$ cat src/rtl/graphics_pkg.sv
// Shared graphics package: pixel point type, z-buffer clear value and the
// frame scheduler state encoding used by frame_scheduler.
package graphics_pkg;

  typedef struct packed {
    logic signed [15:0] x;
    logic signed [15:0] y;
    logic        [31:0] z;
  } point_val_t;

  // Depth buffer is cleared to all ones (farthest depth); replicated to word width by users.
  localparam logic ZCLEAR_BIT = 1'b1;

  typedef enum logic [2:0] {
    S_IDLE,
    S_CLEAR_Z,
    S_START,
    S_RENDER,
    S_READY
  } frame_sched_state;

endpackage

$ cat src/rtl/zbuf_clear_counter.sv
// Z-buffer clear sweep: after start, writes addresses 0..SIZE-1 one per cycle
// and flags the final write with last.
module zbuf_clear_counter #(
  parameter int SIZE      = 10000,
  parameter int ADDR_BITS = $clog2(SIZE)
) (
  input  logic                 clk,
  input  logic                 rst,
  input  logic                 start,
  output logic [ADDR_BITS-1:0] addr,
  output logic                 wr_en,
  output logic                 last
);

  localparam logic [ADDR_BITS-1:0] LAST_ADDR = ADDR_BITS'(SIZE - 1);

  logic [ADDR_BITS-1:0] addr_q, addr_d;
  logic                 wr_en_q, wr_en_d;

  // Address holds its last value once the sweep ends.
  always_comb begin
    addr_d  = addr_q;
    wr_en_d = wr_en_q;
    if (start) begin
      addr_d  = '0;
      wr_en_d = 1'b1;
    end else if (wr_en_q) begin
      if (addr_q == LAST_ADDR) begin
        wr_en_d = 1'b0;
      end else begin
        addr_d = addr_q + 1'b1;
      end
    end
  end

  always_ff @(posedge clk or posedge rst) begin
    if (rst) begin
      addr_q  <= '0;
      wr_en_q <= 1'b0;
    end else begin
      addr_q  <= addr_d;
      wr_en_q <= wr_en_d;
    end
  end

  assign addr  = addr_q;
  assign wr_en = wr_en_q;
  assign last  = wr_en_q && (addr_q == LAST_ADDR);

endmodule

$ cat src/rtl/frame_scheduler.sv
// Frame scheduler: sequences z-clear, rasterizer start and vsync-aligned buffer swap.
// Optional FRAME_SCHED_STATS_EN adds a saturating drop_count output for dropped vsyncs.
module frame_scheduler
  import graphics_pkg::*;
#(
  parameter int FRAMEBUFFER_SIZE  = 10000,
  parameter int ZBUFFER_ADDR_BITS = $clog2(FRAMEBUFFER_SIZE),
  parameter int ZBUFFER_DATA_BITS = 32
) (
  input  logic                         clk,
  input  logic                         rst,
  input  logic                         enable,
  input  logic                         vsync,
  output logic                         frame_start,
  input  logic                         frame_done,
  output logic                         zclr_wr_en,
  output logic [ZBUFFER_ADDR_BITS-1:0] zclr_wr_addr,
  output logic [ZBUFFER_DATA_BITS-1:0] zclr_wr_data,
  output logic                         front_buf_sel,
  output logic                         busy,
  output logic [15:0]                  frame_count
`ifdef FRAME_SCHED_STATS_EN
  ,
  output logic [15:0]                  drop_count
`endif
);

  frame_sched_state state_q, state_d;
  logic             frame_start_q, frame_start_d;
  logic             front_buf_sel_q, front_buf_sel_d;
  logic             busy_q, busy_d;
  logic [15:0]      frame_count_q, frame_count_d;
  logic             clear_start, clear_last, swap;

  zbuf_clear_counter #(
    .SIZE      (FRAMEBUFFER_SIZE),
    .ADDR_BITS (ZBUFFER_ADDR_BITS)
  ) u_clear (
    .clk   (clk),
    .rst   (rst),
    .start (clear_start),
    .addr  (zclr_wr_addr),
    .wr_en (zclr_wr_en),
    .last  (clear_last)
  );

  always_comb begin
    state_d     = state_q;
    clear_start = 1'b0;
    swap        = 1'b0;
    case (state_q)
      S_IDLE: begin
        if (vsync && enable) begin
          state_d     = S_CLEAR_Z;
          clear_start = 1'b1;
        end
      end
      S_CLEAR_Z: if (clear_last) state_d = S_START;
      S_START:   state_d = S_RENDER;
      S_RENDER:  if (frame_done) state_d = S_READY;
      S_READY: begin
        if (vsync) begin
          swap = 1'b1;
          if (enable) begin
            state_d     = S_CLEAR_Z;
            clear_start = 1'b1;
          end else begin
            state_d = S_IDLE;
          end
        end
      end
      default: state_d = S_IDLE;
    endcase

    // Registered outputs are derived from the next state so they line up with it.
    frame_start_d   = (state_d == S_START);
    busy_d          = !((state_d == S_IDLE) || (state_d == S_READY));
    front_buf_sel_d = front_buf_sel_q ^ swap;
    frame_count_d   = frame_count_q + {15'd0, swap};
  end

  always_ff @(posedge clk or posedge rst) begin
    if (rst) begin
      state_q         <= S_IDLE;
      frame_start_q   <= 1'b0;
      front_buf_sel_q <= 1'b0;
      busy_q          <= 1'b0;
      frame_count_q   <= 16'd0;
    end else begin
      state_q         <= state_d;
      frame_start_q   <= frame_start_d;
      front_buf_sel_q <= front_buf_sel_d;
      busy_q          <= busy_d;
      frame_count_q   <= frame_count_d;
    end
  end

  assign frame_start   = frame_start_q;
  assign front_buf_sel = front_buf_sel_q;
  assign busy          = busy_q;
  assign frame_count   = frame_count_q;
  assign zclr_wr_data  = {ZBUFFER_DATA_BITS{ZCLEAR_BIT}};

`ifdef FRAME_SCHED_STATS_EN
  logic [15:0] drop_count_q, drop_count_d;
  logic        vsync_dropped;

  // A vsync while a frame is still being cleared, started or rendered is lost.
  always_comb begin
    vsync_dropped = vsync && ((state_q == S_CLEAR_Z) || (state_q == S_START) ||
                              (state_q == S_RENDER));
    drop_count_d  = drop_count_q;
    if (vsync_dropped && (drop_count_q != 16'hFFFF)) begin
      drop_count_d = drop_count_q + 16'd1;
    end
  end

  always_ff @(posedge clk or posedge rst) begin
    if (rst) begin
      drop_count_q <= 16'd0;
    end else begin
      drop_count_q <= drop_count_d;
    end
  end

  assign drop_count = drop_count_q;
`endif

endmodule
$ cat config.mk
export PLATFORM = sky130hd
export DESIGN_NAME = frame_scheduler
export DESIGN_NICKNAME = d
export VERILOG_FILES = /design/src/rtl/graphics_pkg.sv /design/src/rtl/zbuf_clear_counter.sv /design/src/rtl/frame_scheduler.sv
export SDC_FILE = /design/constraint.sdc
export NUM_CORES = 1
export LEC_CHECK = 0
export ABC_AREA = 1
export BUFFER_PORTS_ARGS = -buffer_cell sky130_fd_sc_hd__buf_2
export CAP_MARGIN = 20
export CORE_MARGIN = 3
export CORE_UTILIZATION = 35
export DETAILED_ROUTE_END_ITERATION = 8
export SLEW_MARGIN = 5
export SYNTH_ARGS = -nofsm -noshare
export SYNTH_HDL_FRONTEND = slang
export SYNTH_SLANG_ARGS = --single-unit
$ cat constraint.sdc
create_clock -name clk -period 2.7 [get_ports clk]
set_clock_uncertainty 0.2 [all_clocks]
set_input_delay 0.27 -clock clk [delete_from_list [all_inputs] [get_ports clk]]
set_output_delay 0.27 -clock clk [all_outputs]
set_load 0.02 [all_outputs]
After elaboration in Yosys (flattened, before gate mapping)
Cells that the tools add are included.

cells by class
  $add $sub $neg = 2
  eq/ne operators = 8
  mux-type cells = 18
  bitwise logic cells = 1
  reduce and logical (&&, ||, !) cells = 8

operators by type and width
  cell                   count
  $mux 14                3
  $add 16x1->16          1
  $pmux 3 s5             1
  $add 14x1->14 const B  1
  $eq 14x14->1 const B   1
  $mux 3                 4
  $eq 3x2->1 const B     3
  $mux 1                 9
  $eq 3x3->1 const B     2
  $logic_not 3->1        2
  $eq 3x1->1 const B     1
  $logic_and 1x1->1      2
  $ne 2x2->1 const B     1
  $pmux 1 s2             1
  $reduce_and 2->1       1
  $reduce_bool 2->1      1
  $logic_not 1->1        1
  $logic_or 1x1->1       1
  $xor 1x1->1            1

storage, ports and cells
  flip-flop bits (word level) = 37

Depth between registers and ports, before layout
Gate-level depths: netlist (run 1).

  depth in word-level cells = 7
  mapped depth = 11
  mapped depth without buffers = 11

Hierarchy
A second synthesis (run 1) with hierarchy kept.

second synthesis, totals
  cell total of the unflattened synthesis = 302
  area, all modules = 2322.2 um^2

by module, submodules not included
  module              instances  cells each  area an instance (um^2)
  frame_scheduler     1          153         1311.3
  zbuf_clear_counter  1          149         1011.0

Worst setup path before layout (run 1)
OpenSTA, ideal clock, no wires.

  path kind = reg2reg
  from = reg state_q[1]
  to = reg frame_count_q[13], in the netlist frame_count[13]
  arrival time = 1.560 ns
  data required time = 2.382 ns
  slack = 0.822 ns
  cell stages (with the launch flop) = 12
  path buffers = 0
  period minus slack after synthesis = 1.878 ns
  path through = dfrtp_1 > nor2_1 > nand2_1 > nor2_1 > ha_1 > nand3_1 > inv_1 > nand2_1 > nor2_1 > nand2_1 > nor2_1 > nor2_1

between the ends
  word-level cells in the longest chain between the ends = 3

RTL lines
  item                         line                   text
  from (decl)                  frame_scheduler.sv:28  frame_sched_state state_q, state_d;
  from (signal assigned)       frame_scheduler.sv:90  state_q <= state_d;
  $eq 3x3->1                   frame_scheduler.sv:51  case (state_q)
  $mux 1                       frame_scheduler.sv:51
  $add 16x1->16                frame_scheduler.sv:79  frame_count_d = frame_count_q + {15'd0, swap};
  named net frame_count_d[13]  frame_scheduler.sv:32  logic [15:0] frame_count_q, frame_count_d;
  to (signal assigned)         frame_scheduler.sv:94  frame_count_q <= frame_count_d;
  to (decl)                    frame_scheduler.sv:32

The timed path passes the listed nets, and every way through them passes these cells.
A chain may end at the register's enable or synchronous reset.

Worst setup path in the final report (run 1)
  from = in vsync
  to = reg frame_count_q[13], in the netlist frame_count[13]

between the ends
  word-level cells in the longest chain between the ends = 3

RTL lines
  item                         line                   text
  from (decl)                  frame_scheduler.sv:13  input logic vsync,
  $mux 1                       frame_scheduler.sv:62  if (vsync) begin
  $mux 1                       frame_scheduler.sv:51
  $add 16x1->16                frame_scheduler.sv:79
  named net frame_count_d[13]  frame_scheduler.sv:32

The timed path passes the listed nets, and every way through them passes these cells.

==> results of run 1 <==
[layout by cell type (no fill, tap or decap), drive strengths merged, types with 4 or more instances in the layout]
| master | n |
|---|---|
| buf | 41 |
| clkbuf | 6 |
| conb | 32 |
| dfrtp | 37 |
| inv | 24 |
| nand2 | 64 |
| nand3 | 25 |
| nand4 | 15 |
| nor2 | 31 |
| nor3 | 6 |
| xnor2 | 4 |
| xor2 | 12 |
[power by group through the flow]
stage | Combinational (uW) | Sequential (uW) | Clock (uW)
final | 504 | 725 | 500
after global routing | 566 | 739 | 544
after CTS | 510 | 724 | 522
after detailed placement | 505 | 733 | 0
after global placement | 496 | 733 | 0
after floorplan | 329 | 794 | 0
[metrics by stage]
stage               worst slack [ps]  std cells  power, uW  instance area [sq um]  hold WS [ps]
global route                     363        392       1850                   2480          60.5
detailed placement               644        382       1240                   2340           205
finish                           610        392       1730                   2480          58.7
CTS                              608        392       1760                   2480          51.2
floorplan                        822        301       1120                   2290           179
global placement                 689        382       1230                   2340           206
[registers in the layout (all words and copies together), names as in the netlist]
signal,cells
frame_count,16
u_clear.addr,14
state_q,3
busy,1
frame_start,1
front_buf_sel,1
u_clear.wr_en,1
[logic make-up after synthesis]
family          after synthesis  share of synthesized area [%]
compound gates                9                           2.59
xor+xnor                     16                           6.44
fa+ha+maj                     3                           1.72
buf+inv                      59                           16.2
flops                        37                           42.5
other cells                   1                          0.172
simple gates                145                           30.3
[repair_timing]
| item | 4_1_cts | 5_1_grt |
|---|---|---|
| endpoints found under the hold margin | 38 | 0 |
| setup endpoints to repair | 0 | 0 |
| hold buffers | 2 | 0 |
[area by class of cell]
class,count,area (sq um)
Clock buffer,6,82.6
Multi-Input combinational cell,205,1010
Timing Repair Buffer,43,233
Sequential cell,37,926
Clock inverter,2,37.5
Tap cell,75,93.8
Inverter,24,90.1
Fill cell,614,3480
[routing by layer]
| layer | GRT usage [%] | up-vias | wire length (microns) | share of wire [%] |
|---|---|---|---|---|
| met3 | 3.40 | 5 | 286 | 6.3 |
| met4 | 3.88 | 0 | 32 | 0.71 |
| met2 | 22.5 | 57 | 2170 | 48 |
| met5 | 0 | - | 0 | 0 |
| li1 | - | 893 | - | - |
| met1 | 16.8 | 823 | 2050 | 45 |
[worst max-delay path: stages]
cell,delay (ps)
dlygate4sd3_1,520
buf_2,120
inv_1,40
nor2_1,160
ha_1,200
nand3_1,110
inv_1,110
nand2_1,120
nor2_1,220
nand2_1,70
nor2_1,90
nor2_1,50
[final timing paths]
check	start	endpoint	slack, ps	cells after the start
max	vsync	frame_count[13]	610	12
min	frame_done	state_q[2]	60	3
max reg2reg	state_q[1]	frame_count[13]	650	11
min reg2reg	front_buf_sel	front_buf_sel	260	1
max in group asynchronous	rst	u_clear.addr[2]	1550	4
min in group asynchronous	rst	frame_count[5]	420	4
==> reports/metrics.cfg, run 1 <==
[logic_synthesis]
synth_top_area_share_pct=42.5
yosys_warnings=0
yosys-top-cells-area=dfrtp_1, buf_4, nand2_1
ys_types=26
synth_most_common_cell=nand2_1
synthArstFlopShare_pct=100
ys_seq_area_share_pct=42.5
synth_edf_count=0
synthFlopType=dfrtp_1
syn_inst=270
ys_ff_latch=37
mappedNetlistArea_sq_um=2180
synth.avg_cell_area_sq_um=8.06
synth_largest_area_cell=dfrtp_1
synth_common_cells=nand2_1, dfrtp_1, buf_4

[worst_setup_path]
end_kind=flop
path_class=input port to flop
cp_max_fo=3
critical_path_arrival_ps=2070
start_kind=input port
cp.required_ps=2680

[power_and_ir_drop]
p_int_uw=1090
p_leak_uw=0.00134
p_sw_share_pct=37.0
p_clk_share_pct=28.9
seq_power_share_pct=41.9
power_density_nw_per_um2=698
p_sw_uw=639
ir_drop_mv=0.510
p_comb_share_pct=29.1

[global_route]
grt_remaining_overflow=0
grt_pass1_vias=1729
grt_usage_pct=13.3
antenna_found_initial=0
grt_first_pass_wirelength_microns=7760
grt_max_degree=38

[worst_hold_path]
hp-class=input port to flop

[drt]
first_iter_violations=45
vias=1778
drc=0
ant_nets=0
wire_per_inst_microns=11.6
routed_via_density=4.54
first_pass_iters=4
routed_wl_microns=4540

[placed_design]
port_buffers=38
hpwl_microns=3480
place.gp.congestion=0.842

[clock_tree]
cts_resized=0
htreeDepth=2
clockBufferDepth=2
post-cts-setup-buffer-count=0
cts_buffers=5
cts_num_sinks=37
clk_latency_ps=290
path_clk_slew_ps=80
cts_root_buf=clkbuf_8
cts_tree=done

[floorplanning]
num_rows=28
initial_utilization_pct=36.6
die_w_microns=84.9
io_pins=71
die_area_sq_um=7200
die_h_microns=84.9
core_sq_um=5960

[finish]
final_util_pct=41.6
area_delta_synth_final_pct=13.8
final_nets=324
insertedDiodeCount=0
drive_gt1_share_pct=18.0

[timing]
hold_viol_final=0
fmax_mhz=478
setup_viol_count_final=0
rsz0062_at_grt=no
period_minus_slack_ps=2090
finalCritPeriodShare_pct=77.4
tns_ps=0
slew_viol_final=0

[job]
drv_cap=0

[status]
status=completed

Note: power is estimated with default switching activity, not from simulation.
==> run 2, diff against run 1 <==
clock period = 1.9 ns   (was 2.7 ns; I/O delays follow)
==> run 2 against run 1 <==
Compared with the run above:
- the flow now finishes with violations (hold timing)
- core utilization grew 2.4 points
- via count grew 4.2%
- total power grew 38%
- die area is the same
- largest cell class unchanged
- routed wire length grew 2.8%
- hold slack lost 82 ps
- critical path depth shrank 1
- clock power grew 15%
- sequential share of layout area shrank 2.0 points
- clock-buffer cell count is the same
- register-to-register slack lost 590 ps
==> reports/metrics.cfg, run 2 (synthesized netlist as in run 1, its figures left out) <==
[status]
status=finished, violations left  ; was completed
violations=hold timing

[global_route]
grt_max_degree=38  ; unchanged
grt_pass1_vias=1708  ; was 1729
grt_first_pass_wirelength_microns=7700  ; was 7760 microns
grt_usage_pct=13.1  ; was 13.3%
grt_remaining_overflow=0  ; unchanged
antenna_found_initial=0  ; unchanged

[drt]
first_pass_iters=4  ; unchanged
routed_via_density=4.54  ; about the same
drc=0  ; unchanged
routed_wl_microns=4660  ; was 4540 microns
ant_nets=0  ; unchanged
vias=1853  ; was 1778
first_iter_violations=57  ; was 45
wire_per_inst_microns=11.4  ; was 11.6 microns

[finish]
layout_common_cells=nand2_1, buf_2, dfrtp_1  ; unchanged
multiInputGateArea_sq_um=1060  ; was 1010 sq um
drive_gt1_share_pct=24.9  ; was 18.0%
final_nets=341  ; was 324
final_common_cell=nand2_1  ; unchanged
num-fill-cells=627  ; was 614
seq_area_sq_um=926  ; unchanged
final_util_pct=44.0  ; was 41.6%
insertedDiodeCount=0  ; unchanged
largest_register_ffs=16  ; unchanged
area_delta_synth_final_pct=20.3  ; was 13.8%

[power_and_ir_drop]
p_int_uw=1470  ; was 1090 uW
total_power_uw=2380  ; was 1730 uW
p_comb_share_pct=34.3  ; was 29.1%
p_clk_share_pct=24.1  ; was 28.9%
ir_drop_mv=0.692  ; was 0.510 mV
p_leak_uw=0.00140  ; was 0.00134 uW
p_sw_share_pct=38.2  ; was 37.0%
power_density_nw_per_um2=910  ; was 698 nW/um^2
p_sw_uw=911  ; was 639 uW
seq_power_share_pct=41.6  ; was 41.9%

[floorplanning]
die_area_sq_um=7200  ; unchanged
io_pins=71  ; unchanged
die_w_microns=84.9  ; unchanged
die_h_microns=84.9  ; unchanged
initial_utilization_pct=36.6  ; unchanged
num_rows=28  ; unchanged
core_sq_um=5960  ; unchanged

[timing]
rsz0062_at_grt=yes  ; was no
hold_viol_final=1  ; was 0
slew_viol_final=0  ; unchanged
tns_ps=0  ; unchanged
setup_viol_count_final=0  ; unchanged
finalCritPeriodShare_pct=96.9
fmax_mhz=543
period_minus_slack_ps=1840
fin_ws_ps=58.1  ; was 610 ps
hold_ws_ps=-23.8  ; was 58.7 ps

[worst_setup_path]
critical_path_arrival_ps=1870  ; was 2070 ps
cp.required_ps=1930  ; was 2680 ps
max_stage_delay_ps=390  ; was 520 ps
path_buf_inv=2  ; was 4
crit_slowest_cell=dfrtp_1  ; was dlygate4sd3_1
crit_family=simple AND/OR/NAND/NOR gates  ; unchanged
cp_max_fo=3  ; unchanged
start_kind=flop  ; was input port
regToRegStartpoint=state_q[0]  ; was state_q[1]
end_kind=flop  ; unchanged
path_class=flop to flop  ; was input port to flop
path_cells=nor2_2 -> nand2_2 -> nor2_4 -> ha_4 -> nand3_2 -> inv_2 -> nand2_2 -> nor2_4 -> buf_4 -> a21oi_1 -> nor2_1  ; was dlygate4sd3_1 -> buf_2 -> inv_1 -> nor2_1 -> ha_1 -> nand3_1 -> inv_1 -> nand2_1 -> nor2_1 -> nand2_1 -> nor2_1 -> nor2_1
critPathLaunch=state_q[0]  ; was vsync

[placed_design]
hpwl_microns=3370  ; was 3480 microns
port_buffers=38  ; unchanged
place.gp.congestion=0.791  ; was 0.842
dp_slack_ps=-25.5  ; was 644 ps

[clock_tree]
cts_num_sinks=37  ; unchanged
htreeDepth=2  ; unchanged
clockBufferDepth=2  ; unchanged
clk_latency_ps=290  ; about the same
path_clk_slew_ps=80  ; about the same
cts_tree=done  ; unchanged
cts_root_buf=clkbuf_8  ; unchanged
cts_buffers=5  ; unchanged

[worst_hold_path]
hp-start=frame_done  ; unchanged
hp-class=input port to flop  ; unchanged

[job]
drv_cap=0  ; unchanged

-- run 2: worst min-delay path: cells and delay by family --
family,cells,cell delay (ps)
buffers and inverters,1,100
AND/OR/NAND/NOR,1,70
AO/OA/AOI/OAI,1,70
-- run 2: path summary, 6_finish.rpt --
kind | endpoint | slack (ps) | depth (start not counted)
worst min-delay path | state_q[2] | -20 | 3
worst max register to register | frame_count[13] | 60 | 11
worst max-delay path | frame_count[13] | 60 | 11
worst min register to register | frame_count[15] | 270 | 1
min in group asynchronous | frame_count[14] | 350 | 4
max in group asynchronous | u_clear.addr[5] | 820 | 4
-- run 2: layout make-up --
type / count / share of cell area (%)
well taps: 75 / 3.58
repair buffers: 60 / 13.8
inverters: 24 / 3.44
clock inverters: 1 / 0.287
multi-input cells: 205 / 40.4
flip-flops and latches: 37 / 35.3
clock buffers: 6 / 3.15
-- run 2: what timing repair did --
action,in CTS,in global routing
gates resized for setup,1,12
pin swaps,0,6
setup endpoints to repair,1,25
hold buffers,3,0
endpoints found under the hold margin,38,0
setup buffers,0,4
-- run 2: routing by layer --
layer	vias to the layer above	wire, microns	global-route usage [%]	part of all wire, %
met4	0	71	4.60	1.5
met3	9	303	3.20	6.5
li1	933	-	-	-
met2	56	2170	20.9	47
met1	855	2120	17.3	45
met5	-	0	0	0
-- run 2: per-stage QoR --
| stage | cell area [sq um] | std cells |
|---|---|---|
| 3_3_place_gp | 2430 | 395 |
| 4_1_cts | 2560 | 405 |
| 6_report | 2620 | 408 |
| 2_1_floorplan | 2290 | 301 |
| 5_1_grt | 2620 | 408 |
| 3_5_place_dp | 2430 | 395 |
-- run 2: power groups by stage --
stage	clock [uW]	sequential [uW]	combinational (uW)
4_1_cts	601	987	819
5_1_grt	632	1010	904
2_1_floorplan	0	1130	467
3_3_place_gp	0	1000	800
6_report	575	991	818
3_5_place_dp	0	1000	813
==> run 3, diff against run 2 <==
ABC_AREA = default   (was 1)
REMOVE_ABC_BUFFERS = 1   (was default)
==> run 3 against run 2 <==
Compared with the run above:
- the flow now finishes without violations
- clock-buffer cell count did not move
- highest routed layer unchanged
- first-iteration DRC count fell by 30%
- via count fell by 18%
- total power rose by 0.77%
- synthesized area fell by 11%
- setup slack got worse by 14 ps
==> reports/metrics.cfg, run 3 <==
[status]
status=completed  ; was finished, violations left

[finish]
final_common_cell=buf_2  ; was nand2_1
final_util_pct=48.2  ; was 44.0%
drive_gt1_share_pct=35.4  ; was 24.9%
area_delta_synth_final_pct=29.6  ; was 20.3%
fin_cells=333  ; was 408
layout_common_cells=buf_2, dfrtp_1, conb_1  ; was nand2_1, buf_2, dfrtp_1
postLayoutCellArea_sq_um=2520  ; was 2620 sq um
final_nets=270  ; was 341
insertedDiodeCount=0  ; unchanged
largest_register_ffs=16  ; unchanged

[drt]
drc=0  ; unchanged
first_iter_violations=40  ; was 57
vias=1522  ; was 1853
first_pass_iters=4  ; unchanged
wire_per_inst_microns=12.2  ; was 11.4 microns
routed_via_density=4.57  ; was 4.54
ant_nets=0  ; unchanged
routed_wl_microns=4050  ; was 4660 microns

[timing]
hold_viol_final=0  ; was 1
rsz0062_at_grt=yes  ; unchanged
fmax_mhz=539  ; was 543 MHz
slew_viol_final=0  ; unchanged
setup_viol_count_final=0  ; unchanged
period_minus_slack_ps=1860  ; was 1840 ps
finalCritPeriodShare_pct=97.7  ; was 96.9%
hold_ws_ps=18.2  ; was -23.8 ps

[global_route]
grt_max_degree=38  ; unchanged
grt_usage_pct=13.3  ; was 13.1%
grt_first_pass_wirelength_microns=6570  ; was 7700 microns
antenna_found_initial=0  ; unchanged
grt_remaining_overflow=0  ; unchanged
grt_pass1_vias=1360  ; was 1708

[logic_synthesis]
synth_most_common_cell=dfrtp_1  ; was nand2_1
synth_fa_ha_area_share_pct=1.93  ; was 1.72%
ys_seq_area_share_pct=47.6  ; was 42.5%
synth_edf_count=0  ; unchanged
yosys-top-cells-area=dfrtp_1, buf_4, xnor2_1  ; was dfrtp_1, buf_4, nand2_1
synth_top_area_share_pct=47.6  ; was 42.5%
synth_largest_area_cell=dfrtp_1  ; unchanged
yosys.area_share.simple_pct=22.8  ; was 30.3%
synthFlopType=dfrtp_1  ; unchanged
ys_ff_latch=37  ; unchanged
synth.area.mux_share_pct=0  ; unchanged
synth_compound_area_share_pct=4.12  ; was 2.59%
synth_common_cells=dfrtp_1, buf_4, nor2_1  ; was nand2_1, dfrtp_1, buf_4
synth.avg_cell_area_sq_um=10.1  ; was 8.06 sq um
synth_top_family_by_area=simple AND/OR/NAND/NOR gates  ; unchanged
syn_inst=192  ; was 270
synth_xor_xnor_area_share_pct=9.90  ; was 6.44%
yosys_warnings=0  ; unchanged
mappedNetlistArea_sq_um=1950  ; was 2180 sq um
ys_types=31  ; was 26
synthArstFlopShare_pct=100  ; unchanged

[placed_design]
placed_cells=318  ; was 395
hpwl_microns=2910  ; was 3370 microns
placed_area_sq_um=2250  ; was 2430 sq um
place.gp.congestion=0.753  ; was 0.791
port_buffers=38  ; unchanged

[worst_hold_path]
whs_path_depth=4  ; was 3
hold_end=state_q[1]  ; was state_q[2]
hp-class=input port to flop  ; unchanged
hp-start=frame_done  ; unchanged

[worst_setup_path]
path_class=flop to flop  ; unchanged
r2r_slack_ps=40  ; was 60 ps
cp.required_ps=1870  ; was 1930 ps
start_kind=flop  ; unchanged
end_kind=flop  ; unchanged
critical_path_arrival_ps=1830  ; was 1870 ps
reg2reg_to=frame_count[12]  ; was frame_count[13]
r2r_cells=8  ; was 11
regToRegStartpoint=state_q[0]  ; unchanged
cp_max_fo=3  ; unchanged

[job]
drv_cap=0  ; unchanged

[power_and_ir_drop]
power_density_nw_per_um2=952  ; was 910 nW/um^2
total_power_uw=2400  ; was 2380 uW
p_sw_uw=822  ; was 911 uW
p_int_uw=1580  ; was 1470 uW
ir_drop_mv=0.576  ; was 0.692 mV
p_sw_share_pct=34.2  ; was 38.2%
seq_power_share_pct=40.8  ; was 41.6%
p_comb_share_pct=31.1  ; was 34.3%
p_clk_share_pct=28.1  ; was 24.1%
p_leak_uw=0.00128  ; was 0.00140 uW

[clock_tree]
path_clk_slew_ps=80  ; about the same
cts_num_sinks=37  ; unchanged
htreeDepth=2  ; unchanged
cts_buffers=5  ; unchanged
clockBufferDepth=2  ; unchanged
cts_root_buf=clkbuf_8  ; unchanged
clk_latency_ps=290  ; about the same
cts_tree=done  ; unchanged

[floorplanning]
num_rows=26  ; was 28
initial_utilization_pct=37.1  ; was 36.6%
die_area_sq_um=6490  ; was 7200 sq um
io_pins=71  ; unchanged
core_sq_um=5240  ; was 5960 sq um
die_w_microns=80.6  ; was 84.9 microns
die_h_microns=80.6  ; was 84.9 microns

## run 3: cell count changes after synthesis, moves of 5 or more
cell     change
inv_1       -18
nand3_1     -11
nor2_1      -12
nand2_1     -49
a21oi_1      +5
xnor2_1     +10
nand4_1      -9
## run 3: layer usage
layer	vias up	part of all wire [%]	track usage, %
li1	740	-	-
met1	722	44	17.1
met2	56	48	21.3
met3	4	7.8	4.26
met4	0	0.59	4.05
met5	-	0	0
## run 3: repair_timing
item | 4_1_cts | 5_1_grt
hold buffers | 2 | 0
endpoints found under the hold margin | 38 | 0
endpoints found under the setup margin | 6 | 19
pin swaps | 3 | 6
setup buffers | 2 | 3
resized for setup | 7 | 15
## run 3: cells by family after synthesis
group	Yosys count
AND/OR/NAND/NOR	76
buffers and inverters	38
flip-flops	37
XOR/XNOR	22
AO/OA/AOI/OAI	15
adder cells (fa/ha/maj)	3
other	1
## run 3: layout make-up
| class | count | area (sq um) |
|---|---|---|
| well taps | 70 | 87.6 |
| fillers | 522 | 2720 |
| flip-flops and latches | 37 | 926 |
| clock buffers | 6 | 72.6 |
| multi-input cells | 148 | 977 |
| inverters | 5 | 18.8 |
| clock inverters | 2 | 38.8 |
| repair buffers | 65 | 402 |
## run 3: stage by stage
stage | setup TNS [ps] | setup slack (ps)
after floorplan | -767 | -147
after global placement | 0 | 6.93
after detailed placement | -138 | -51.2
after CTS | 0 | 6.38
after global routing | -485 | -84.0
final | 0 | 44.6
## run 3: worst max-delay path, stage by stage, from the launching register on
cell and delay (ps):
dfrtp_1 400, nor2_2 130, and3_4 200, ha_4 140, ha_4 140, nand3_4 100
nor3_4 210, nand2_1 90, xnor2_1 130
## run 3: worst max-delay path by stage
stage                       to  slack (ps)       start  cells after the start
6_report       frame_count[12]          40  state_q[0]                      8
5_1_grt        frame_count[13]         -80  state_q[0]                      8
4_1_cts         frame_count[6]           6  state_q[1]                      8
3_5_place_dp   frame_count[12]         -50  state_q[1]                      8
3_3_place_gp   frame_count[12]           7  state_q[1]                      8
2_1_floorplan  frame_count[12]        -150  state_q[1]                      8
## run 3: power by group through the flow
stage	clock, uW	combinational [uW]	sequential, uW
floorplan	0	312	1110
detailed placement	0	680	992
global placement	0	669	989
finish	674	747	981
global route	733	828	1000
CTS	699	703	977
